$ cat src/rtl/display_update_controller_pkg.sv
// Shared types and constants for the display update sequencer.
// Holds the BCD bus layout, saturation code, FSM states and source encoding.
package display_pkg;
    localparam int BCD_W   = 28;
    localparam int DIGITS  = 4;
    localparam int BCD_PAD = 12;
    localparam int ACC_W   = 20;
    localparam logic [BCD_W-1:0] SAT_CODE = 28'h9999000;

    typedef enum logic [1:0] {
        IDLE   = 2'd0,
        SHIFT  = 2'd1,
        COMMIT = 2'd2
    } state_e;

    typedef enum logic {
        SRC_ENTRY  = 1'b0,
        SRC_RESULT = 1'b1
    } src_e;
endpackage

$ cat src/rtl/display_update_controller_if.sv
// Handshake and display bus between the binary sources and the display sequencer.
// Sources drive valid/value and hold them until ready; the sequencer drives everything else.
interface display_update_controller_if
    import display_pkg::*;
#(
    parameter int DATA_W = 14
);
    logic              res_valid;
    logic [DATA_W-1:0] res_value;
    logic              res_ready;
    logic              ent_valid;
    logic [DATA_W-1:0] ent_value;
    logic              ent_ready;
    logic [BCD_W-1:0]  BCD_code;
    logic              overflow;
    logic              src_sel;
    logic              busy;
    logic              update_done;

    modport master (
        output res_valid, res_value, ent_valid, ent_value,
        input  res_ready, ent_ready, BCD_code, overflow, src_sel, busy, update_done
    );

    modport slave (
        input  res_valid, res_value, ent_valid, ent_value,
        output res_ready, ent_ready, BCD_code, overflow, src_sel, busy, update_done
    );
endinterface

$ cat src/rtl/display_update_controller_bcd_digit_adj.sv
// Double-dabble digit correction: adds 3 to a BCD digit of 5 or more, purely combinational.
// Inputs are always legal BCD (0..9), so the 4-bit sum never wraps.
module bcd_digit_adj (
    input  logic [3:0] digit_i,
    output logic [3:0] digit_o
);
    assign digit_o = (digit_i >= 4'd5) ? (digit_i + 4'd3) : digit_i;
endmodule

$ cat src/rtl/display_update_controller.sv
// Arbitrates result/entry sources (result wins), converts to BCD one bit per cycle and commits atomically.
// Latency DATA_W+1 cycles from handshake to BCD_code; both readies stay low until the FSM returns to IDLE.
module display_update_controller
    import display_pkg::*;
#(
    parameter int DATA_W = 14
) (
    input  logic                       clk,
    input  logic                       reset,
    display_update_controller_if.slave bus
);
    localparam int CNT_W = $clog2(DATA_W + 1);

    state_e             state_q, state_d;
    logic [DATA_W-1:0]  bin_q, bin_d;
    logic [ACC_W-1:0]   bcd_q, bcd_d, bcd_adj;
    logic [CNT_W-1:0]   cnt_q, cnt_d;
    src_e               src_q, src_d;
    logic [BCD_W-1:0]   code_q, code_d;
    logic               overflow_q, overflow_d;
    logic               src_sel_q, src_sel_d;
    logic               done_q, done_d;
    logic               take_res, take_ent;

    for (genvar g = 0; g < ACC_W / 4; g++) begin : g_adj
        bcd_digit_adj u_adj (
            .digit_i (bcd_q[g*4 +: 4]),
            .digit_o (bcd_adj[g*4 +: 4])
        );
    end

    assign take_res = bus.res_valid && bus.res_ready;
    assign take_ent = bus.ent_valid && bus.ent_ready;

    always_ff @(posedge clk or posedge reset) begin
        if (reset) begin
            state_q <= IDLE;
        end else begin
            state_q <= state_d;
        end
    end

    always_comb begin
        state_d = state_q;
        case (state_q)
            IDLE:    if (take_res || take_ent) state_d = SHIFT;
            SHIFT:   if (cnt_q == CNT_W'(DATA_W - 1)) state_d = COMMIT;
            COMMIT:  state_d = IDLE;
            default: state_d = IDLE;
        endcase
    end

    // Entry readiness is gated by res_valid so only one value is taken per IDLE cycle.
    always_comb begin
        bus.res_ready = (state_q == IDLE);
        bus.ent_ready = (state_q == IDLE) && !bus.res_valid;
        bus.busy      = (state_q != IDLE);
    end

    always_comb begin
        bin_d      = bin_q;
        bcd_d      = bcd_q;
        cnt_d      = cnt_q;
        src_d      = src_q;
        code_d     = code_q;
        overflow_d = overflow_q;
        src_sel_d  = src_sel_q;
        done_d     = 1'b0;
        case (state_q)
            IDLE: begin
                if (take_res) begin
                    bin_d = bus.res_value;
                    src_d = SRC_RESULT;
                    bcd_d = '0;
                    cnt_d = '0;
                end else if (take_ent) begin
                    bin_d = bus.ent_value;
                    src_d = SRC_ENTRY;
                    bcd_d = '0;
                    cnt_d = '0;
                end
            end
            SHIFT: begin
                {bcd_d, bin_d} = {bcd_adj, bin_q} << 1;
                cnt_d          = cnt_q + 1'b1;
            end
            COMMIT: begin
                if (bcd_q[ACC_W-1 -: 4] == 4'd0) begin
                    code_d     = {bcd_q[DIGITS*4-1:0], {BCD_PAD{1'b0}}};
                    overflow_d = 1'b0;
                end else begin
                    code_d     = SAT_CODE;
                    overflow_d = 1'b1;
                end
                src_sel_d = src_q;
                done_d    = 1'b1;
            end
            default: ;
        endcase
    end

    always_ff @(posedge clk or posedge reset) begin
        if (reset) begin
            bin_q      <= '0;
            bcd_q      <= '0;
            cnt_q      <= '0;
            src_q      <= SRC_ENTRY;
            code_q     <= '0;
            overflow_q <= 1'b0;
            src_sel_q  <= 1'b0;
            done_q     <= 1'b0;
        end else begin
            bin_q      <= bin_d;
            bcd_q      <= bcd_d;
            cnt_q      <= cnt_d;
            src_q      <= src_d;
            code_q     <= code_d;
            overflow_q <= overflow_d;
            src_sel_q  <= src_sel_d;
            done_q     <= done_d;
        end
    end

    assign bus.BCD_code    = code_q;
    assign bus.overflow    = overflow_q;
    assign bus.src_sel     = src_sel_q;
    assign bus.update_done = done_q;
endmodule

$ cat src/flat_wrapper.sv
// flat-port wrapper written by rule: the top's interface ports become plain ports
module display_update_controller_flat import display_pkg::*;
#(
    parameter int DATA_W = 14
)
  (clk, reset, bus_res_valid, bus_res_value, bus_ent_valid, bus_ent_value, bus_res_ready, bus_ent_ready, bus_BCD_code, bus_overflow, bus_src_sel, bus_busy, bus_update_done);
  display_update_controller_if #(.DATA_W(DATA_W)) bus_i ();
  input  logic clk;
  input  logic reset;
  input wire logic [$bits(bus_i.res_valid)-1:0] bus_res_valid;
  input wire logic [$bits(bus_i.res_value)-1:0] bus_res_value;
  input wire logic [$bits(bus_i.ent_valid)-1:0] bus_ent_valid;
  input wire logic [$bits(bus_i.ent_value)-1:0] bus_ent_value;
  output wire logic [$bits(bus_i.res_ready)-1:0] bus_res_ready;
  output wire logic [$bits(bus_i.ent_ready)-1:0] bus_ent_ready;
  output wire logic [$bits(bus_i.BCD_code)-1:0] bus_BCD_code;
  output wire logic [$bits(bus_i.overflow)-1:0] bus_overflow;
  output wire logic [$bits(bus_i.src_sel)-1:0] bus_src_sel;
  output wire logic [$bits(bus_i.busy)-1:0] bus_busy;
  output wire logic [$bits(bus_i.update_done)-1:0] bus_update_done;
  assign bus_i.res_valid = bus_res_valid;
  assign bus_i.res_value = bus_res_value;
  assign bus_i.ent_valid = bus_ent_valid;
  assign bus_i.ent_value = bus_ent_value;
  assign bus_res_ready = bus_i.res_ready;
  assign bus_ent_ready = bus_i.ent_ready;
  assign bus_BCD_code = bus_i.BCD_code;
  assign bus_overflow = bus_i.overflow;
  assign bus_src_sel = bus_i.src_sel;
  assign bus_busy = bus_i.busy;
  assign bus_update_done = bus_i.update_done;
  display_update_controller #(.DATA_W(DATA_W)) u_core (.clk(clk), .reset(reset), .bus(bus_i));
endmodule
$ cat config.mk
export PLATFORM = sky130hd
export DESIGN_NAME = display_update_controller_flat
export DESIGN_NICKNAME = d
export VERILOG_FILES = /design/src/rtl/display_update_controller_pkg.sv /design/src/rtl/display_update_controller_if.sv /design/src/rtl/display_update_controller_bcd_digit_adj.sv /design/src/rtl/display_update_controller.sv /design/src/flat_wrapper.sv
export SDC_FILE = /design/constraint.sdc
export NUM_CORES = 1
export LEC_CHECK = 0
export ABC_AREA = 1
export CAP_MARGIN = 25
export CORE_AREA = 5 5 104 106
export CTS_CLUSTER_DIAMETER = 30
export DETAILED_ROUTE_END_ITERATION = 7
export DIE_AREA = 0 0 109 111
export GPL_ROUTABILITY_DRIVEN = 1
export GPL_TIMING_DRIVEN = 0
export PLACE_DENSITY = 0.55
export SETUP_SLACK_MARGIN = 0.05
export SYNTH_ARGS = -nofsm -noshare
export SYNTH_HDL_FRONTEND = slang
export SYNTH_SLANG_ARGS = --single-unit
$ cat constraint.sdc
create_clock -name clk -period 2.18 [get_ports clk]
set_clock_uncertainty 0.05 [all_clocks]
set_input_delay 0.436 -clock clk [delete_from_list [all_inputs] [get_ports clk]]
set_output_delay 0.436 -clock clk [all_outputs]
set_load 0.05 [all_outputs]
==> results_dict.tcl <==
set metrics [dict create \
    outcome "completed" \
    yosysWarnings 0 \
    avgViaCountPerCell 4.44 \
    num_antenna_cells 0 \
    fin_ws_ns 0.130 \
    wl_per_cell_um 11.3 \
    cts_setup_buffers 0 \
    maxSlewViolCount 0 \
    cap_violations 0 \
    crit_fanout 8 \
    worst_pin_slew_ns 0.639 \
    ant_nets 0 \
    cts-root-buf "clkbuf_8" \
    clkSinkCount 60 \
    grt_pass1_vias 2959 \
    synth.distinct_cells 24 \
    syn_avg_cell_area_um2 7.51 \
    cts_tree "yes" \
    grt_max_degree 33 \
    dr_total_vias 2954 \
    hpwl_um 5710 \
    ctsHoldBuffers 0 \
    crit_chain "nor2_4, inv_2, dlygate4sd2_1" \
    ir_drop_mv 0.498 \
    num_rows 36 \
    initial_core_util 0.351 \
    rsz0062_at_grt "no" \
    cts_buffer_depth 2 \
    drt-initial-drc-count 100 \
    netlist_instances 453 \
    setup_viol 0 \
    die_area_mm2 0.0121 \
    ys_seq_area_frac 0.441 \
    final_hold_viol_count 0 \
    syn_to_final_growth_pct 28.3 \
    grt_pass1_wl_um 13500 \
    layout-drive-gt1-share 0.132 \
    cts_made_buffers 9 \
    ios 66 \
    global_route.usage.total 0.136 \
    firstDrtPassIters 4 \
    hold_class "reg -> reg" \
    critPathLaunchType "register" \
    antenna_found_initial 0 \
    finalCritPeriodShare 0.941 \
    die_h_um 111 \
    cp.arrival_ns 1.56 \
    worst_path_max_delay_cell "dfrtp_1" \
    wl_um 7510 \
    power.density_mw_per_mm2 1300 \
    final_common_cell "nand2_1" \
    endpoint_kind "output port" \
    dp_slack_ns -0.0952 \
    fmax_mhz 488 \
    placed_area_mm2 0.00415 \
    clk_pin_slew_ns 0.06 \
    layout_common_cells "nand2_1 (88), inv_1 (71), dfrtp_1 (60)" \
    overflow 0 \
    worstSkewPairLatency_ns 0.33 \
    cp.required_ns 1.69 \
    r2r_slack_ns 0.61 \
    layout_min_cycle_time_ns 2.05 \
    critPathBufInv 2 \
    core_area_mm2 0.00968 \
    htree_levels 3 \
    io_buffers 52 \
    design_area_mm2 0.00437 \
    path_class "reg -> out" \
    syn_area_mm2 0.00340 \
    p_leak_nw 2.23 \
    synth-seq-cells 60 \
    nNetsFinal 573 \
    slew_headroom 0.573 \
    cpPeakStageDelay_ns 0.46 \
    route.detailed.drc 0 \
    path_delay_family "buffers and inverters" \
    die_w_um 109 \
    gp_congestion 0.792 \
]
[cells by family after synthesis]
kind of cell	count (synthesis)	synth area share
AO/OA/AOI/OAI	50	0.0750
other	1	0.00110
AND/OR/NAND/NOR	224	0.295
flip-flops	60	0.441
buffers and inverters	105	0.140
adder cells (fa/ha/maj)	13	0.0478
[routing by layer]
layer | wire length [um] | track usage | share of wire | vias to the layer above
li1 | - | - | - | 1542
met1 | 3550 | 0.174 | 0.47 | 1334
met2 | 3540 | 0.226 | 0.47 | 73
met3 | 357 | 0.0355 | 0.048 | 5
met4 | 61 | 0.0354 | 0.0081 | 0
met5 | 0 | 0 | 0 | -
[timing repair]
action	in CTS	in global routing
setup endpoints to repair	3	2
pin swaps	0	0
resized for setup	9	3
[area by class of cell]
| type | instances | area, um2 |
|---|---|---|
| Inverter | 79 | 297 |
| Tap cell | 133 | 166 |
| Clock buffer | 11 | 151 |
| Timing Repair Buffer | 53 | 532 |
| Fill cell | 1023 | 5320 |
| Buffer | 26 | 179 |
| Clock inverter | 4 | 72.6 |
| Sequential cell | 60 | 1500 |
| Multi-Input combinational cell | 299 | 1470 |
[per-stage QoR]
stage,utilization,cells,hold WS [ns],total power [W],TNS [ns]
2_1_floorplan,-,464,0.399,0.00393,0
3_3_place_gp,0.427,649,0.413,0.00453,-59.63
5_1_grt,0.451,665,0.449,0.00626,0
3_5_place_dp,0.429,650,0.416,0.00463,-0.183
6_report,0.451,665,0.432,0.00570,0
4_1_cts,0.451,665,0.436,0.00577,0
[state kept, by name (all words and copies together), names as in the netlist]
name                    cells
u_core.bus.src_sel          1
u_core.cnt_q                4
u_core.src_q                1
u_core.bcd_q               20
u_core.bus.BCD_code        16
u_core.bin_q               14
u_core.bus.overflow         1
u_core.bus.update_done      1
u_core.state_q              2
[Yosys cell counts]
library cell | instances | share of area
buf_6 | 2 | 0.0066
nor2_4 | 2 | 0.0066
buf_2 | 8 | 0.012
a21oi_2 | 1 | 0.0026
or2_2 | 1 | 0.0018
nand2_4 | 1 | 0.0033
nand2_2 | 12 | 0.022
nand3_1 | 54 | 0.079
conb_1 | 1 | 0.0011
ha_1 | 13 | 0.048
nor2_1 | 52 | 0.057
clkbuf_1 | 1 | 0.0011
o22ai_1 | 1 | 0.0018
nand2_1 | 88 | 0.097
dfrtp_1 | 60 | 0.44
nand4_2 | 1 | 0.0037
a21oi_1 | 21 | 0.031
nor2_2 | 1 | 0.0018
nand4_1 | 12 | 0.022
inv_1 | 72 | 0.079
inv_2 | 7 | 0.0077
o21ai_1 | 6 | 0.0088
buf_4 | 15 | 0.033
o21ai_0 | 21 | 0.031
[worst paths after layout]
kind	startpoint	to	cells past startpoint
worst max-delay path	u_core.state_q[0]$_DFFE_PP0P_	bus_busy	3
worst min-delay path	u_core.bcd_q[11]$_DFFE_PP0P_	u_core.bcd_q[11]$_DFFE_PP0P_	2
worst max register to register	u_core.bcd_q[16]$_DFFE_PP0P_	u_core.bus.BCD_code[23]$_DFFE_PP0P_	5
worst min register to register	u_core.bcd_q[11]$_DFFE_PP0P_	u_core.bcd_q[11]$_DFFE_PP0P_	2
max in group asynchronous	reset	u_core.bcd_q[2]$_DFFE_PP0P_	3
min in group asynchronous	reset	u_core.cnt_q[2]$_DFFE_PP0P_	2
[worst reg2reg max path: stages (launching register included)]
cell,delay [ns]
dfrtp_1,0.42
inv_1,0.13
ha_1,0.18
nand4_2,0.30
inv_2,0.28
a21oi_1,0.09
[where the power goes]
| group | leakage [nW] | switching (W) | internal, W |
|---|---|---|---|
| sequential | 0.718 | 0.000315 | 0.00155 |
| clock | 0.111 | 0.000433 | 0.000698 |
| combinational | 1.40 | 0.00171 | 0.000995 |
| total | 2.23 | 0.00246 | 0.00324 |
No activity file was read; power rests on OpenSTA's default activity.
